## src/rtl/sealer_timer.sv

```systemverilog
// Duration timer answering the sealer: counts c*UNIT_TICKS prescaled ticks, then pulses ti2 for one cycle.
// Re-arms straight from DONE when en is still high; dropping en during RUN aborts without a pulse.
module sealer_timer #(
  parameter int TICK_DIV   = 50000,
  parameter int UNIT_TICKS = 10,
  parameter int CNT_W      = 8
) (
  input  logic             clk,
  input  logic             reset,
  input  logic             en,
  input  logic [2:0]       c,
  output logic             ti2,
  output logic             busy,
  output logic [CNT_W-1:0] rem
);

  localparam int PW = (TICK_DIV > 1) ? $clog2(TICK_DIV) : 1;
  localparam logic [PW-1:0] PRESC_LAST = PW'(TICK_DIV - 1);

  typedef enum logic [1:0] {IDLE, RUN, DONE} state_t;

  state_t           r_state, w_state_nxt;
  logic [PW-1:0]    r_presc, w_presc_nxt;
  logic [CNT_W-1:0] r_rem, w_rem_nxt;
  logic [CNT_W-1:0] w_n;
  logic             w_tick;

  assign w_n    = CNT_W'(32'(c) * 32'(UNIT_TICKS));
  assign w_tick = (r_presc == PRESC_LAST);

  always_ff @(posedge clk or posedge reset) begin
    if (reset) begin
      r_state <= IDLE;
      r_presc <= '0;
      r_rem   <= '0;
    end else begin
      r_state <= w_state_nxt;
      r_presc <= w_presc_nxt;
      r_rem   <= w_rem_nxt;
    end
  end

  always_comb begin
    w_state_nxt = r_state;
    w_presc_nxt = r_presc;
    w_rem_nxt   = r_rem;
    case (r_state)
      IDLE, DONE: begin
        // DONE behaves like IDLE for arming, so chained periods need no idle gap
        w_presc_nxt = '0;
        if (en) begin
          if (w_n != '0) begin
            w_state_nxt = RUN;
            w_rem_nxt   = w_n;
          end else begin
            w_state_nxt = DONE;
            w_rem_nxt   = '0;
          end
        end else begin
          w_state_nxt = IDLE;
          w_rem_nxt   = '0;
        end
      end
      RUN: begin
        if (!en) begin
          w_state_nxt = IDLE;
          w_rem_nxt   = '0;
          w_presc_nxt = '0;
        end else if (w_tick) begin
          w_presc_nxt = '0;
          if (r_rem == CNT_W'(1)) begin
            w_state_nxt = DONE;
            w_rem_nxt   = '0;
          end else begin
            w_rem_nxt = r_rem - 1'b1;
          end
        end else begin
          w_presc_nxt = r_presc + 1'b1;
        end
      end
      default: begin
        w_state_nxt = IDLE;
        w_presc_nxt = '0;
        w_rem_nxt   = '0;
      end
    endcase
  end

  assign ti2  = (r_state == DONE);
  assign busy = (r_state == RUN);
  assign rem  = r_rem;

endmodule

```

## config.mk

```make
export PLATFORM = sky130hd
export DESIGN_NAME = sealer_timer
export DESIGN_NICKNAME = d
export VERILOG_FILES = /design/src/rtl/sealer_timer.sv
export SDC_FILE = /design/constraint.sdc
export NUM_CORES = 1
export LEC_CHECK = 0
export ABC_AREA = 0
export CAP_MARGIN = 25
export CORE_ASPECT_RATIO = 1.2
export CORE_MARGIN = 2
export CORE_UTILIZATION = 30
export DETAILED_ROUTE_END_ITERATION = 8
export PLACE_DENSITY = 0.5
export SYNTH_ARGS = -nofsm -noshare
export SYNTH_HDL_FRONTEND = slang
export SYNTH_SLANG_ARGS = --single-unit
```

## constraint.sdc

```tcl
create_clock -name clk -period 1.8 [get_ports clk]
set_clock_uncertainty 0.05 [all_clocks]
set_input_delay 0.45 -clock clk [delete_from_list [all_inputs] [get_ports clk]]
set_output_delay 0.45 -clock clk [all_outputs]
set_load 0.1 [all_outputs]
```

==> flow_summary.ini, run 1 <==
[outcome]
status = finished, violations left
violations = setup timing

[clock_tree]
clock_latency_ns = 0.27
numCtsBuffers = 3
cts_buffer_depth = 2
cts_tree = yes
clock-sinks = 26
holdBufCountCts = 0
clk_pin_slew_worst_paths_ns = 0.09
htreeDepth = 1
root_buffer = clkbuf_8

[setup_path]
cp_slowest_cell = dfrtp_4
worstSetupStartpointType = flop
r2r_start = rem[1]$_DFFE_PP0P_
rrSetupSlack_ns = -0.16
cp-end-kind = flop
worst-r2r-cell-count = 7
r2r-end = r_state[0]$_DFFE_PP0P_
crit_type = flop to flop
cp_max_fo = 6
cp_data_required_time_ns = 1.90
crit_arrival_ns = 2.06
cp_cell_sequence = inv_4 -> buf_6 -> ha_4 -> or4b_4 -> nor2_4 -> a21oi_4 -> or3_1
max_stage_delay_ns = 0.50

[pwr]
p_sw_mw = 1.80
p_leak_nw = 1.04
p_clk_frac = 0.085
ir_drop_v = 0.00144
p_per_area_mw_per_mm2 = 1590
internal-power_mw = 2.14
seqPwrFrac = 0.206
sw_frac_of_total = 0.458
pwr-share-comb = 0.709

[floorplan]
core_mm2 = 0.00466
io_pins = 16
die_h_um = 80.7
rows = 27
dieArea_mm2 = 0.00548
initial_core_util = 0.315
die_w_um = 67.9

[routing]
route.detailed.drc = 0
num_vias = 1363
dr.pass1.iters = 3
ant_nets = 0
routedWlPerCell_um = 14.2
vias_per_cell = 4.83
wl_mm = 4.00
drtIter0Drc = 33

[timing]
rsz0062_at_grt = yes
hold_violations = 0
setup_tns_ns = -1.00
fmax_ghz = 0.511
period_share = 1.09
slew_viol_final = 0
tightest_slew_ns = 0.343
slew_headroom = 0.771
setup_ws_ns = -0.157
finalSetupViolCount = 10
period_minus_slack_ns = 1.96

[cells_and_area]
drive_above_1_share = 0.536
final_common_cell = buf_4
area_growth_pct = 68.7
layout.nets = 238
multi_input_area_um2 = 980
finish.utilization = 0.532
final_cell_mix = 46 x buf_4, 18 x dfrtp_1, 13 x nor2_2, 12 x nand2_1, 11 x buf_12
fill_cells = 418
seq_area_um2 = 671
num_antenna_cells = 0

[min_path]
hp-class = input pin to asynchronous set/reset pin

[global_routing]
grt_pass1_vias = 1496
grt_first_pass_wirelength_mm = 6.81
grt-ovfl-total = 0
grt_max_degree = 27
grt_use_total = 0.166
antenna_found_initial = 0

[synthesis]
ys.warnings.count = 0
yosysTopAreaCellShare = 0.443
synth.cell_area_mm2 = 0.00147
synth_seq_cells = 26
synthArstFlopShare = 1.00
syn-num-nets = 168
synthDistinctLibCells = 38
yosysSeqAreaShare = 0.443
yosys-top-cells-area = dfrtp_1 44%, nor2_1 6.4%, ha_1 6.0%, xor2_1 5.4%, nand3_1 3.7%
ys.flop_type = dfrtp_1
netlist.top_cell.by_area = dfrtp_1
avgSynthCellArea_um2 = 9.48
synth_edf_count = 0
synth_cells = 155

[placed_design]
portBuffers = 15
dpl.hpwl_mm = 3.00
gp_congestion = 0.843

[flow_run]
maxCapViolCount = 0
[power groups by stage]
stage | sequential, mW | clock [mW] | combinational, mW
floorplan | 1.45 | 0 | 0.714
global placement | 0.804 | 0 | 2.39
detailed placement | 0.807 | 0 | 2.40
CTS | 0.809 | 0.349 | 2.65
global route | 0.830 | 0.374 | 2.93
finish | 0.810 | 0.337 | 2.79
[layer usage]
metal	GRT usage	up-vias	wire length (um)
li1	-	682	-
met1	0.180	665	1620
met2	0.321	12	2280
met3	0.0238	4	70
met4	0.0520	0	39
met5	0	-	0
[worst max-delay path: cells and delay by family, from the launching register on]
kind / cells / cell delay [ns]
compound gates: 1 / 0.09
fa+ha+maj: 1 / 0.12
buf+inv: 2 / 0.16
flops: 1 / 0.50
simple gates: 3 / 0.92
[flip-flops by register name, indices dropped and copies added, names as in the netlist]
name,flops
r_presc,16
rem,8
r_state,2
[metrics by stage]
| step | power (mW) | worst slack [ns] | cell area [um2] | hold slack, ns | cells |
|---|---|---|---|---|---|
| final | 3.94 | -0.157 | 2480 | 0.485 | 282 |
| after floorplan | 2.17 | -0.201 | 1540 | 0.400 | 155 |
| after CTS | 3.81 | -0.141 | 2380 | 0.495 | 280 |
| after global routing | 4.14 | -0.214 | 2480 | 0.530 | 282 |
| after detailed placement | 3.21 | -0.553 | 2190 | 0.488 | 271 |
| after global placement | 3.19 | -0.511 | 2190 | 0.470 | 271 |
[repair_timing]
action | in CTS | in global routing
pin swaps | 10 | 2
setup endpoints to repair | 24 | 24
resized for setup | 24 | 30
buffers inserted | 4 | 5
gates cloned | 1 | 0
[worst max-delay path by stage]
stage,endpoint,cells after the start,start
floorplan,r_state[0]$_DFFE_PP0P_,6,rem[1]$_DFFE_PP0P_
global placement,r_state[0]$_DFFE_PP0P_,7,c[0]
detailed placement,r_state[0]$_DFFE_PP0P_,7,c[0]
CTS,rem[3]$_DFFE_PP0P_,8,rem[1]$_DFFE_PP0P_
global route,rem[2]$_DFFE_PP0P_,8,rem[1]$_DFFE_PP0P_
finish,r_state[0]$_DFFE_PP0P_,7,rem[1]$_DFFE_PP0P_
[Yosys cell counts (2+ instances only)]
cell type / count
dfrtp_1: 26
nand3_1: 11
ha_1: 7
xor2_1: 9
nor2_1: 25
a32o_1: 2
o21ai_1: 2
nand2_2: 2
and3_1: 2
o21ai_0: 3
a31oi_1: 2
a21oi_1: 5
inv_1: 9
nor2b_1: 4
nand2_1: 12
mux2_2: 3
and2_1: 3
a32oi_1: 2
a22oi_1: 2
nand4_1: 2
xnor2_1: 5
[cells by family (layout without fill, tap and decap cells)]
kind of cell | after synthesis | in the layout | synth area share
compound gates | 20 | 20 | 0.0885
buf+inv | 11 | 80 | 0.0357
xor+xnor | 14 | 14 | 0.0834
mux | 3 | 3 | 0.0230
fa+ha+maj | 7 | 7 | 0.0596
flops | 26 | 26 | 0.443
simple gates | 74 | 74 | 0.267
[cell type report]
| class | instances | share of cell area |
|---|---|---|
| repair buffers | 67 | 0.272 |
| multi-input cells | 118 | 0.395 |
| flip-flops and latches | 26 | 0.270 |
| well taps | 58 | 0.0293 |
| inverters | 9 | 0.0146 |
| clock buffers | 4 | 0.0182 |
No activity file was read; power rests on OpenSTA's default activity.
==> run 2, diff against run 1 <==
--- a/config.mk
+++ b/config.mk
@@ -9,9 +9,10 @@
 export CAP_MARGIN = 25
 export CORE_ASPECT_RATIO = 1.2
 export CORE_MARGIN = 2
-export CORE_UTILIZATION = 30
+export CORE_UTILIZATION = 50
 export DETAILED_ROUTE_END_ITERATION = 8
-export PLACE_DENSITY = 0.5
+export MAX_ROUTING_LAYER = met4
+export PLACE_DENSITY = 0.76
 export SYNTH_ARGS = -nofsm -noshare
 export SYNTH_HDL_FRONTEND = slang
 export SYNTH_SLANG_ARGS = --single-unit
==> run 2 against run 1 <==
  * The flow still finishes with violations (setup timing)
  * Largest cell class unchanged
  * First-iteration DRC count increased by 91%
  * Sequential power increased by 4.6%
  * Setup slack improved by 0.011 ns
  * Count of clock-buffer cells in the layout unchanged
  * Global-route usage increased by 13 points
  * Power increased by 2.9%
  * Critical path type unchanged
  * Utilization increased by 34 points
  * Highest routed layer unchanged
  * Combinational power increased by 3%
  * Register-to-register slack about the same
  * Design area decreased by 2.6%
  * Non-clock buffer count decreased by 3
==> flow_summary.ini, run 2 (synthesis gave the netlist of run 1 again) <==
[setup_path]
cp-end-kind = flop
max_stage_delay_ns = 0.55
worstSetupStartpointType = flop
cp_slowest_cell = or4_4
cp_data_required_time_ns = 2.00
crit_type = flop to flop
path_common_cell = buf_4
crit_arrival_ns = 2.14
cp_cell_sequence = or4_4 -> nor4_4 -> buf_4 -> buf_6 -> buf_4 -> a21oi_2 -> nand2_1 -> o21ai_1
cp_max_fo = 4

[pwr]
p_per_area_mw_per_mm2 = 1680
ir_drop_v = 0.00184
p_leak_nw = 1.04

[timing]
hold_violations = 0
setup_tns_ns = -1.01
setup_ws_ns = -0.146
period_minus_slack_ns = 1.95
finalSetupViolCount = 10
period_share = 1.08
fmax_ghz = 0.514
slew_headroom = 0.734
rsz0062_at_grt = yes
tightest_slew_ns = 0.398
slew_viol_final = 0

[placed_design]
portBuffers = 15
place_ws_ns = -0.606
gp_congestion = 0.844
dpl.hpwl_mm = 2.86
dp_cells = 241

[clock_tree]
clock_latency_ns = 0.34
holdBufCountCts = 0
clock-sinks = 26
htreeDepth = 1
cts_buffer_depth = 2
clk_pin_slew_worst_paths_ns = 0.16
numCtsBuffers = 3
root_buffer = clkbuf_4
cts_tree = yes

[cells_and_area]
finish.utilization = 0.867
fill_cells = 136
final_common_cell = buf_4
largest_reg_flops = 16
max_flop_register = r_presc
drive_above_1_share = 0.507
layout.cells.non_filler = 255
area_growth_pct = 64.3
num_antenna_cells = 0
final_cell_mix = 40 x buf_4, 22 x nor2_1, 18 x dfrtp_1, 11 x nand2_1, 11 x buf_12
layout.nets = 235

[flow_run]
maxCapViolCount = 0

[routing]
route.detailed.drc = 0
num_vias = 1478
routedWlPerCell_um = 19.2
ant_nets = 0
wl_mm = 4.89
vias_per_cell = 5.80
drtIter0Drc = 63
dr.pass1.iters = 4

[floorplan]
die_h_um = 63.4
io_pins = 16
die_w_um = 53.5
initial_core_util = 0.528
rows = 21
core_mm2 = 0.00279
dieArea_mm2 = 0.00339

[global_routing]
grt_first_pass_wirelength_mm = 7.12
grt_pass1_vias = 1518
grt-ovfl-total = 0
grt_use_total = 0.300
antenna_found_initial = 0
grt_max_degree = 27

[outcome]
status = finished, violations left
violations = setup timing

[min_path]
hp-class = input pin to asynchronous set/reset pin
-- run 2: area by class of cell --
type                    instances  area (um2)  share of cell area
well taps                      34        42.5              0.0176
repair buffers                 64         657               0.272
multi-input cells             118         970               0.402
flip-flops and latches         26         671               0.278
clock buffers                   4        36.3              0.0150
inverters                       9        38.8              0.0161
-- run 2: layer usage --
| layer | GRT usage | vias to the layer above | wire length, um |
|---|---|---|---|
| met5 | - | - | 0 |
| met4 | 0.138 | 0 | 179 |
| met3 | 0.0213 | 15 | 264 |
| met2 | 0.545 | 72 | 2660 |
| met1 | 0.315 | 722 | 1790 |
| li1 | - | 669 | - |
-- run 2: worst paths after layout --
check	startpoint	end	slack (ns)	depth (start not counted)
max in group asynchronous	reset	rem[0]$_DFFE_PP0P_	1.00	3
min in group clk	r_presc[15]$_DFF_PP0_	r_presc[15]$_DFF_PP0_	0.51	2
min reg2reg	r_presc[15]$_DFF_PP0_	r_presc[15]$_DFF_PP0_	0.51	2
max	r_presc[11]$_DFF_PP0_	rem[2]$_DFFE_PP0P_	-0.15	8
max reg2reg	r_presc[11]$_DFF_PP0_	rem[2]$_DFFE_PP0P_	-0.15	8
min	reset	r_presc[14]$_DFF_PP0_	0.41	3
-- run 2: worst max-delay path, delay by kind of cell (launching register included) --
family	cells	cell delay, ns
compound gates	2	0.12
buf+inv	3	0.39
flops	1	0.41
simple gates	3	0.87
-- run 2: timing repair --
item / CTS / global route
gates resized for setup: 27 / 25
pin swaps: 9 / 9
gates cloned: 0 / 0
buffers inserted: 6 / 4
endpoints found under the setup margin: 23 / 27
-- run 2: per-stage QoR --
stage / hold slack (ns) / power, mW / instance area (um2)
2_1_floorplan: 0.400 / 2.17 / 1540
3_3_place_gp: 0.475 / 3.08 / 2100
3_5_place_dp: 0.480 / 3.12 / 2100
4_1_cts: 0.424 / 3.68 / 2290
5_1_grt: 0.427 / 4.18 / 2410
6_report: 0.410 / 4.05 / 2410
-- run 2: report_power, final --
group          internal [mW]  switching (mW)  leakage [nW]
logic                   1.27            1.62         0.681
clock network          0.124           0.199        0.0210
registers              0.721           0.126         0.341
==> run 3, diff against run 2 <==
--- a/config.mk
+++ b/config.mk
@@ -5,13 +5,12 @@
 export SDC_FILE = /design/constraint.sdc
 export NUM_CORES = 1
 export LEC_CHECK = 0
-export ABC_AREA = 0
+export ABC_AREA = 1
 export CAP_MARGIN = 25
 export CORE_ASPECT_RATIO = 1.2
 export CORE_MARGIN = 2
-export CORE_UTILIZATION = 50
+export CORE_UTILIZATION = 51
 export DETAILED_ROUTE_END_ITERATION = 8
-export MAX_ROUTING_LAYER = met4
 export PLACE_DENSITY = 0.76
 export SYNTH_ARGS = -nofsm -noshare
 export SYNTH_HDL_FRONTEND = slang
==> run 3 against run 2 <==
  * The run now ends clean
  * Setup slack better by 0.31 ns
  * Count of clock-buffer cells in the layout stayed put
  * Critical path depth is 1 higher
  * First-iteration DRC count is 49% lower
  * Clock power is 7.7% lower
  * Combinational power is 30% lower
  * Sequential cell count stayed put
  * Sequential power is 1% higher
  * Worst hold slack better by 0.014 ns
  * Critical endpoint is now r_state[1]$_DFFE_PP0P_
==> flow_summary.ini, run 3 <==
[outcome]
status = complete, no violations

[cells_and_area]
area_growth_pct = 28.1
largest_reg_flops = 16
num_antenna_cells = 0
max_flop_register = r_presc
final_common_cell = nand2_1
finish.utilization = 0.692
layout.nets = 291
drive_above_1_share = 0.162
final_cell_mix = 78 x nand2_1, 46 x nor2_1, 32 x inv_1, 20 x dfrtp_1, 17 x nand3_1

[floorplan]
rows = 22
core_mm2 = 0.00308
die_h_um = 66.6
io_pins = 16
initial_core_util = 0.540
die_w_um = 56.2
dieArea_mm2 = 0.00374

[timing]
setup_tns_ns = 0
rsz0062_at_grt = no
period_minus_slack_ns = 1.64
period_share = 0.910
slew_headroom = 0.767
finalSetupViolCount = 0
slew_viol_final = 0
hold_violations = 0
fmax_ghz = 0.610
tightest_slew_ns = 0.350

[routing]
routedWlPerCell_um = 12.0
dr.pass1.iters = 4
vias_per_cell = 5.09
num_vias = 1594
ant_nets = 0
wl_mm = 3.76
route.detailed.drc = 0
drtIter0Drc = 32

[placed_design]
dpl.hpwl_mm = 2.84
portBuffers = 15
gp_congestion = 0.921

[setup_path]
cp_slowest_cell = clkdlybuf4s50_1
crit_type = input pin to flop
crit_arrival_ns = 1.86
r2r_start = rem[1]$_DFFE_PP0P_
worstSetupStartpointType = input pin
cp_max_fo = 4
cp_data_required_time_ns = 2.02
cp-end-kind = flop
path_common_cell = ha_1
max_stage_delay_ns = 0.42
cp-startpoint = c[0]
cp_cell_sequence = clkdlybuf4s50_1 -> ha_1 -> ha_1 -> inv_1 -> ha_1 -> nand3_2 -> nor2_1 -> a21oi_1 -> nor2_1

[clock_tree]
htreeDepth = 1
holdBufCountCts = 0
clock-sinks = 26
cts_buffer_depth = 2
numCtsBuffers = 3
cts_tree = yes
clock_latency_ns = 0.32
root_buffer = clkbuf_4
clk_pin_slew_worst_paths_ns = 0.15

[global_routing]
met1_usage = 0.245
grt_use_total = 0.212
grt_max_degree = 27
globalRouteMet2Util = 0.404
busiest_layer = met2
antenna_found_initial = 0
grt_pass1_vias = 1531
grt_first_pass_wirelength_mm = 6.36
grt-ovfl-total = 0
gr-usage-met3 = 0.0194

[pwr]
p_per_area_mw_per_mm2 = 1500
finalPower_mw = 3.19
ir_drop_v = 0.00152
p_leak_nw = 1.02

[synthesis]
yosysSeqAreaShare = 0.391
yosysTopAreaCellShare = 0.391
synth_seq_cells = 26
synthTopCellsByCount = 78 x nand2_1, 48 x nor2_1, 32 x inv_1
syn-num-nets = 257
synth.cell_area_mm2 = 0.00167
netlist.top_cell.by_area = dfrtp_1
yosysMostFrequentCell = nand2_1
synthArstFlopShare = 1.00
synth_edf_count = 0
avgSynthCellArea_um2 = 6.83
yosys-top-cells-area = dfrtp_1 39%, nand2_1 18%, nor2_1 11%, inv_1 7.2%, nand3_1 5.4%
ys.warnings.count = 0
ys.flop_type = dfrtp_1
synth_cells = 244
synthDistinctLibCells = 21

[min_path]
hp-class = input pin to asynchronous set/reset pin

[flow_run]
maxCapViolCount = 0
## run 3: through the flow
stage / cell area [um2] / worst slack, ns / std cells / hold slack [ns]
floorplan: 1680 / 0.00703 / 244 / 0.380
global placement: 2070 / -0.194 / 308 / 0.404
detailed placement: 2070 / -0.252 / 308 / 0.408
CTS: 2110 / 0.00327 / 312 / 0.428
global route: 2130 / 0.0378 / 313 / 0.444
finish: 2130 / 0.162 / 313 / 0.424
## run 3: critical path, delay by kind of cell
| kind | cells | cell delay (ns) |
|---|---|---|
| AOI/OAI and AO/OA | 1 | 0.07 |
| adders and majority gates | 3 | 0.55 |
| buffers and inverters | 2 | 0.48 |
| and+or+nand+nor | 3 | 0.31 |
## run 3: repair_timing
action | in CTS | in global routing
setup endpoints to repair | 0 | 18
resized for setup | 0 | 2
endpoints found under the hold margin | 0 | 0
buffers inserted | 0 | 1
## run 3: area by class of cell
cell class,count,area [um2]
Multi-Input combinational cell,184,891
Inverter,32,120
Sequential cell,26,658
Timing Repair Buffer,31,383
Fill cell,254,950
Tap cell,36,45.0
Clock buffer,4,36.3
## run 3: path summary, 6_finish.rpt
path / slack [ns] / to / cells past startpoint
setup / recovery: 0.16 / r_state[1]$_DFFE_PP0P_ / 9
hold / removal: 0.42 / r_state[0]$_DFFE_PP0P_ / 3
setup reg to reg: 0.24 / rem[2]$_DFFE_PP0P_ / 10
hold reg to reg: 0.43 / r_presc[0]$_DFF_PP0_ / 1
max in group asynchronous: 0.99 / rem[4]$_DFFE_PP0P_ / 3
min in group clk: 0.43 / r_presc[0]$_DFF_PP0_ / 1
## run 3: power breakdown
group          internal, mW  leakage (nW)  total, mW  switching (mW)
combinational         0.723         0.658       2.03            1.31
clock                 0.124        0.0210      0.299           0.176
sequential            0.700         0.345      0.858           0.158
total                  1.55          1.02       3.19            1.65
## run 3: cell families after synthesis
group,count (synthesis),synth area share
AND/OR/NAND/NOR,161,0.404
buffers and inverters,34,0.0834
flip-flops,26,0.391
AO/OA/AOI/OAI,11,0.0428
adder cells (fa/ha/maj),7,0.0526
XOR/XNOR,5,0.0263
## run 3: layer usage
metal,vias up,wire [um],share of wire
met4,0,82,0.022
met3,10,77,0.020
met2,22,2000,0.53
met5,-,0,0
met1,738,1600,0.42
li1,824,-,-
